**src/rtl/ex_mem_flag_stage.sv**
```systemverilog
// EX/MEM pipeline register with the architectural NZCV flag register and
// branch resolution for B.cond, CBZ and CBNZ.

module ex_mem_flag_stage #(
  parameter int REGDATASIZE = 64,
  parameter int FLAGSIZE    = 4
) (
  input  logic                   clk,
  input  logic                   reset_n,

  input  logic                   ex_valid,
  output logic                   ex_ready,
  input  logic [REGDATASIZE-1:0] ex_result,
  input  logic [FLAGSIZE-1:0]    ex_flags,
  input  logic                   ex_set_flags,
  input  logic                   ex_is_bcond,
  input  logic [3:0]             ex_cond,
  input  logic                   ex_is_cbz,
  input  logic                   ex_is_cbnz,
  input  logic [REGDATASIZE-1:0] ex_target,

  input  logic                   flush,
  input  logic                   mem_ready,

  output logic                   mem_valid,
  output logic [REGDATASIZE-1:0] mem_result,
  output logic                   mem_branch_taken,
  output logic [REGDATASIZE-1:0] mem_target,
  output logic [FLAGSIZE-1:0]    nzcv
);

  // Bit positions inside the flag vector.
  localparam int FLAG_N = 3;
  localparam int FLAG_Z = 2;
  localparam int FLAG_C = 1;
  localparam int FLAG_V = 0;

  typedef enum logic [3:0] {
    COND_EQ = 4'h0, COND_NE = 4'h1, COND_HS = 4'h2, COND_LO = 4'h3,
    COND_MI = 4'h4, COND_PL = 4'h5, COND_VS = 4'h6, COND_VC = 4'h7,
    COND_HI = 4'h8, COND_LS = 4'h9, COND_GE = 4'hA, COND_LT = 4'hB,
    COND_GT = 4'hC, COND_LE = 4'hD, COND_AL = 4'hE, COND_NV = 4'hF
  } cond_e;

  function automatic logic cond_holds(input logic [FLAGSIZE-1:0] flags,
                                      input logic [3:0]          cond);
    logic n, z, c, v, ok;
    n  = flags[FLAG_N];
    z  = flags[FLAG_Z];
    c  = flags[FLAG_C];
    v  = flags[FLAG_V];
    ok = 1'b0;
    case (cond_e'(cond))
      COND_EQ: ok = z;
      COND_NE: ok = !z;
      COND_HS: ok = c;
      COND_LO: ok = !c;
      COND_MI: ok = n;
      COND_PL: ok = !n;
      COND_VS: ok = v;
      COND_VC: ok = !v;
      COND_HI: ok = c && !z;
      COND_LS: ok = !c || z;
      COND_GE: ok = (n == v);
      COND_LT: ok = (n != v);
      COND_GT: ok = !z && (n == v);
      COND_LE: ok = z || (n != v);
      COND_AL, COND_NV: ok = 1'b1;
    endcase
    return ok;
  endfunction

  logic accept;
  logic result_zero;
  logic cond_true;
  logic multi_branch;
  logic branch_taken;

  // NOTE: every signal assigned in always_comb gets a default first, so no
  // path through the block can leave it unassigned and infer a latch.
  always_comb begin
    ex_ready     = 1'b0;
    accept       = 1'b0;
    result_zero  = 1'b0;
    cond_true    = 1'b0;
    multi_branch = 1'b0;
    branch_taken = 1'b0;

    ex_ready    = !mem_valid || mem_ready;
    accept      = ex_valid && ex_ready && !flush;
    result_zero = (ex_result == '0);

    // B.cond reads the committed flags, never the flags of the instruction
    // travelling alongside it.
    cond_true = cond_holds(nzcv, ex_cond);

    // A malformed instruction claiming two branch kinds is never taken.
    multi_branch = (ex_is_bcond && ex_is_cbz) ||
                   (ex_is_bcond && ex_is_cbnz) ||
                   (ex_is_cbz   && ex_is_cbnz);

    if (!multi_branch) begin
      branch_taken = (ex_is_bcond && cond_true)    ||
                     (ex_is_cbz   && result_zero)  ||
                     (ex_is_cbnz  && !result_zero);
    end
  end

  // NOTE: state registers use non-blocking assignments only, so every
  // register samples pre-edge values regardless of statement order.
  always_ff @(posedge clk) begin
    if (!reset_n) begin
      // NOTE: the data registers are reset too, so MEM outputs read as zero
      // straight out of reset rather than as leftover values.
      mem_valid        <= 1'b0;
      mem_result       <= '0;
      mem_target       <= '0;
      mem_branch_taken <= 1'b0;
      nzcv             <= '0;
    end else if (flush) begin
      mem_valid <= 1'b0;
    end else if (accept) begin
      mem_valid        <= 1'b1;
      mem_result       <= ex_result;
      mem_target       <= ex_target;
      mem_branch_taken <= branch_taken;
      if (ex_set_flags) begin
        nzcv <= ex_flags;
      end
    end else if (mem_ready) begin
      mem_valid <= 1'b0;
    end
  end

endmodule

```
**config.mk**
```make
export PLATFORM = sky130hd
export DESIGN_NAME = ex_mem_flag_stage
export DESIGN_NICKNAME = d
export VERILOG_FILES = /design/src/rtl/ex_mem_flag_stage.sv
export SDC_FILE = /design/constraint.sdc
export NUM_CORES = 1
export LEC_CHECK = 0
export BUFFER_PORTS_ARGS = -buffer_cell sky130_fd_sc_hd__buf_2
export CELL_PAD_IN_SITES_DETAIL_PLACEMENT = 0
export CELL_PAD_IN_SITES_GLOBAL_PLACEMENT = 1
export CORE_UTILIZATION = 30
export CTS_CLUSTER_DIAMETER = 50
export DETAILED_ROUTE_END_ITERATION = 10
export PLACE_DENSITY_LB_ADDON = 0.1
export REMOVE_ABC_BUFFERS = 1
export SLEW_MARGIN = 20
export SYNTH_ARGS = -nofsm -noshare
export SYNTH_HDL_FRONTEND = slang
export SYNTH_SLANG_ARGS = --single-unit
export TNS_END_PERCENT = 5
```
**constraint.sdc**
```tcl
create_clock -name clk -period 1.5 [get_ports clk]
set_input_delay 0.15 -clock clk [delete_from_list [all_inputs] [get_ports clk]]
set_output_delay 0.15 -clock clk [all_outputs]
set_load 0.005 [all_outputs]
```
Word level (Yosys, flattened, before mapping)
Cells that the tools add are included. Widths: inputs -> output; s select.

Equal/unequal tests: 17. $mul: 0. Div/mod/pow operators: 0. Reductions and logical operators: 31. Bitwise logic cells: 2. Shifts and indexed selects: 0. Mux-type cells: 4. Add/sub/neg operators: 0. $lt $le $gt $ge: 0.

Operators by type and width (count): $logic_not 64->1 (1); $eq 4x4->1 const B (8); $eq 4x3->1 const B (4); $pmux 1 s15 (1); $logic_and 1x1->1 (10); $eq 4x2->1 const B (2); $logic_not 1->1 (7); $logic_or 1x1->1 (7); $eq 4x1->1 const B (1); $logic_not 4->1 (1); $reduce_or 2->1 (2); $mux 1 (3); $reduce_and 3->1 (1); $not 1->1 (2); $reduce_and 2->1 (1); $reduce_bool 2->1 (1); $eq 1x1->1 (1); $ne 1x1->1 (1).

Input port bits: 145. Latch bits: 0. RAM bits: 0. Output and inout port bits: 135. Register bits: 134. Memory bits (read-only): 0. Memories: 0. Logic and storage cells: 59.

Logic depth before layout (Yosys ltp)
Depth in word-level cells: 7. Depth in mapped cells: 7. Mapped depth without buffers: 6.

Least setup slack after synthesis
No wires, ideal clock.

Path type: reg-to-reg. Start: register nzcv[0]. End: register mem_branch_taken. Path slack: 0.112 ns. Buffers on the path: 0. Setup time: 0.138 ns. Required time: 1.362 ns. Stages on the path, launching flop included: 6. Period minus slack after synthesis: 1.388 ns. Arrival time: 1.250 ns. Path through: dfxtp_1 -> and4b_1 -> o21ai_0 -> nand4_1 -> o311ai_0 -> a311oi_1.

Word-level cells in the longest chain between the ends: 7. Elaborated cells on any way between the ends: 10. Those cells by class: eq/ne (2); mux (2); reduce/logical (6).

RTL lines: from (decl) (line 29) `output logic [FLAGSIZE-1:0] nzcv`; from (signal assigned) (line 128) `nzcv <= ex_flags;`; $ne 1x1->1 / $eq 1x1->1 (equally long branches); $logic_or 1x1->1 / $logic_and 1x1->1 (equally long branches) (line 67, 66); $pmux 1 s15 (*) (line 53) `case (cond_e'(cond))`; $logic_and 1x1->1 (*) (line 103) `branch_taken = (ex_is_bcond && cond_true) ||`; $logic_or 1x1->1 (*) (line 103); $logic_or 1x1->1 (*) (line 104) `(ex_is_cbz && result_zero) ||`; $mux 1 (*) (line 102) `if (!multi_branch) begin`; to (signal assigned) (line 126) `mem_branch_taken <= branch_taken;`; to (decl) (line 27) `output logic mem_branch_taken,`.

Mark *: on every way between the ends. The rest lies on a longest branch, timed or not. A chain may end at the register's enable or synchronous reset.

Final worst setup path
Start: register mem_valid. End: register mem_target[21].

Word-level cells in the longest chain between the ends: 5.

RTL lines: from (decl) (line 25) `output logic mem_valid,`; from (signal assigned) (line 115) `mem_valid <= 1'b0;`; from (signal assigned) (line 121) `mem_valid <= 1'b0;`; from (signal assigned) (line 123) `mem_valid <= 1'b1;`; $logic_not 1->1 (line 89) `ex_ready = !mem_valid || mem_ready;`; $logic_or 1x1->1 (line 89); $logic_and 1x1->1 (2 in a row) (line 90) `accept = ex_valid && ex_ready && !flush;`; $reduce_and 2->1 (no line); to (signal assigned) (line 125) `mem_target <= ex_target;`; to (decl) (line 28) `output logic [REGDATASIZE-1:0] mem_target,`.

No other way between the ends.

==> results.yml <==
floorplanning:
  die_y_um: 132
  start_util: 0.306
  num_rows: 47
  fp.dieW_um: 132
  dieArea_um2: 17400
  boundaryPins: 280
  core_area_um2: 16500
critical_path:
  critical_path_class: "reg -> reg"
  crit_chain: "nor2b_4 -> buf_6 -> nor3b_4 -> buf_6 -> clkbuf_16 -> clkbuf_16 -> nand2_1 -> a21oi_2"
  worstPathArrival_ns: 1.84
  crit_buf_inv: 4
  cp_slowest_stage_delay_ns: 0.31
  cp-end-kind: "register"
  reg2reg_slack_ns: 0.008
  crit_path_top_delay_cell: "dfxtp_2"
  cp_data_required_time_ns: 1.85
  crit_family: "buffers and inverters"
  crit_fanout: 7
  start_kind: "register"
finish:
  area_growth_pct: 83.1
  drive_above_1_share: 0.373
  nets: 1213
  finalCoreUtilization: 0.560
  multi_input_area_um2: 2320
  stdcell_area_um2: 9260
  nFillCells: 1558
  regArea_um2: 2690
  antennaDiodeCount: 0
synthesis:
  synth.ff_latch_count: 134
  syn_inst: 642
  ys_types: 33
  syn_area_um2: 5050
  synth_top_flop_cell: "dfxtp_1"
  synth-edff-count: 0
  avgSynthCellArea_um2: 7.87
  synth_top_area_frac: 0.531
  yosysMostFrequentCell: "nand2_1"
  ys_async_sr_fraction: 0
  synth_commonest_cells: "nand2_1, dfxtp_1, a21oi_1"
  yosys_warnings: 0
  synthTopCellsByArea: "dfxtp_1, nand2_1, a21oi_1, a21boi_0, buf_2"
  ys_seq_area_frac: 0.531
  synth.largest_area_cell: "dfxtp_1"
pwr:
  p_int_mw: 7.44
  pwr-share-clk: 0.460
  p_sw_mw: 2.20
  finalPower_mw: 9.63
  power_density_nw_per_um2: 1040
  swShare: 0.228
  leakage_nw: 4.18
  ir_drop_mv: 0.742
  power.combinational.fraction: 0.145
  seqPwrFrac: 0.395
grt:
  antenna_found_initial: 0
  grt.overflow.total: 0
  grt_pass1_wl_um: 27700
  grt_max_degree: 53
  track_usage: 0.203
  grt_pass1_vias: 5476
clocking:
  clk_path_buf_depth: 2
  htree_levels: 4
  cts_tree: "built"
  root_buffer: "clkbuf_16"
  cts_buffers: 17
  clk_latency_ns: 0.41
  cts_num_sinks: 134
  cts.clk_slew.worst_paths_ns: 0.06
outcome:
  status: "finished clean"
route:
  wire_per_inst_um: 14.7
  drcViolationCount: 0
  drt-total-wl_um: 19100
  drtIter0Drc: 235
  drt_pass1_iterations: 6
  viasPerCell: 4.57
  vias: 5942
  ant_nets: 0
timing:
  setup_viol: 0
  skew_ns: 0.00745
  period_needed_ns: 1.49
  worstMarginPinSlew_ns: 0.410
  whs_ns: 0.0148
  hold_viol_final: 0
  period_share: 0.995
  slew_headroom: 0.724
  drv_slew: 0
  rsz0062_at_grt: "yes"
  timing.fmax_mhz: 670
placed_design:
  dpl_cell_area_um2: 6940
  port-buffer-count: 279
  post-dp-hpwl_um: 12600
  gp_congestion: 0.831
run:
  drv_cap: 0
worst_hold_path:
  hold_class: "in -> reg"
## sequential cells by signal, indices dropped and copies added, names as in the netlist
signal and flops:
mem_branch_taken 1, mem_result 64, mem_target 64, mem_valid 1, nzcv 4
## final timing paths
kind,startpoint,end,cells past startpoint
hold / removal,ex_result[13],mem_result[13]$_SDFFE_PN0P_,3
setup / recovery,mem_valid$_SDFFE_PP0P_,mem_target[21]$_SDFFE_PN0P_,8
hold reg to reg,mem_result[25]$_SDFFE_PN0P_,mem_result[25]$_SDFFE_PN0P_,2
setup reg to reg,mem_valid$_SDFFE_PP0P_,mem_target[21]$_SDFFE_PN0P_,8
## layout make-up
cell class                 instances  area share
clock buffer                      22      0.0523
clock inverter                     8      0.0158
inverter                           3     0.00135
multi-input combinational        460       0.250
sequential                       134       0.291
tap                              220      0.0297
timing repair buffer             452       0.360
## placed cells by master, fill, tap and decap left out, types with 3 or more instances in the layout
cell | Yosys | final
nor2_1 | 4 | 4
clkbuf_16 | 0 | 25
nand2_1 | 263 | 259
buf_6 | 0 | 8
dfxtp_1 | 134 | 130
buf_12 | 0 | 10
a21boi_0 | 29 | 3
a21oi_1 | 103 | 79
buf_2 | 23 | 277
nand4_1 | 6 | 6
clkbuf_8 | 0 | 4
a21boi_1 | 0 | 25
nand3_1 | 4 | 3
nor4_2 | 2 | 5
nor4_1 | 16 | 13
clkinv_2 | 0 | 3
a21oi_2 | 0 | 24
nand2_2 | 0 | 3
nor3_1 | 3 | 3
dlygate4sd3_1 | 0 | 121
bufinv_16 | 0 | 4
buf_4 | 0 | 23
dfxtp_2 | 0 | 3
o21ai_0 | 4 | 3
buf_8 | 0 | 3
nand3b_1 | 4 | 4
## power groups by stage
stage	clock, mW	combinational (mW)	sequential (mW)
floorplan	0	0.353	3.90
global placement	0	0.974	3.88
detailed placement	0	0.994	3.88
CTS	4.54	1.26	3.81
global route	4.71	1.51	3.82
finish	4.43	1.40	3.81
## layer usage
metal | vias to the layer above | track usage | share of wire
li1 | 2973 | - | -
met1 | 2748 | 0.242 | 0.43
met2 | 198 | 0.339 | 0.48
met3 | 23 | 0.0646 | 0.059
met4 | 0 | 0.0762 | 0.022
met5 | - | 0 | 0
## what timing repair did
item,4_1_cts,5_1_grt
setup buffers,1,2
hold endpoints to repair,123,0
pin swaps,0,14
hold buffers,123,0
endpoints found under the setup margin,82,132
gates resized for setup,21,70
cloned,0,9
## through the flow
stage | instances | setup TNS (ns) | setup slack [ns]
final | 1299 | 0 | 0.00796
after global routing | 1299 | -2.13 | -0.0441
after CTS | 1290 | -0.882 | -0.0470
after detailed placement | 1136 | -2.75 | -0.286
after global placement | 1136 | -1.99 | -0.265
after floorplan | 597 | -409.70 | -3.56
## worst reg2reg max path, stage by stage, from the launching register on
cell and delay, ns:
dfxtp_2 0.31, nor2b_4 0.12, buf_6 0.11, nor3b_4 0.18, buf_6 0.18, clkbuf_16 0.18
clkbuf_16 0.15, nand2_1 0.08, a21oi_2 0.12
## logic make-up (layout without fill, tap and decap cells)
group	Yosys count	in the layout	share of synthesized area
AND/OR/NAND/NOR	313	313	0.260
AO/OA/AOI/OAI	142	142	0.158
flip-flops	134	134	0.531
buffers and inverters	48	485	0.0413
XOR/XNOR	2	2	0.00347
multiplexers	2	2	0.00396
adder cells (fa/ha/maj)	1	1	0.00198
Power figures use the tool's default switching activity.
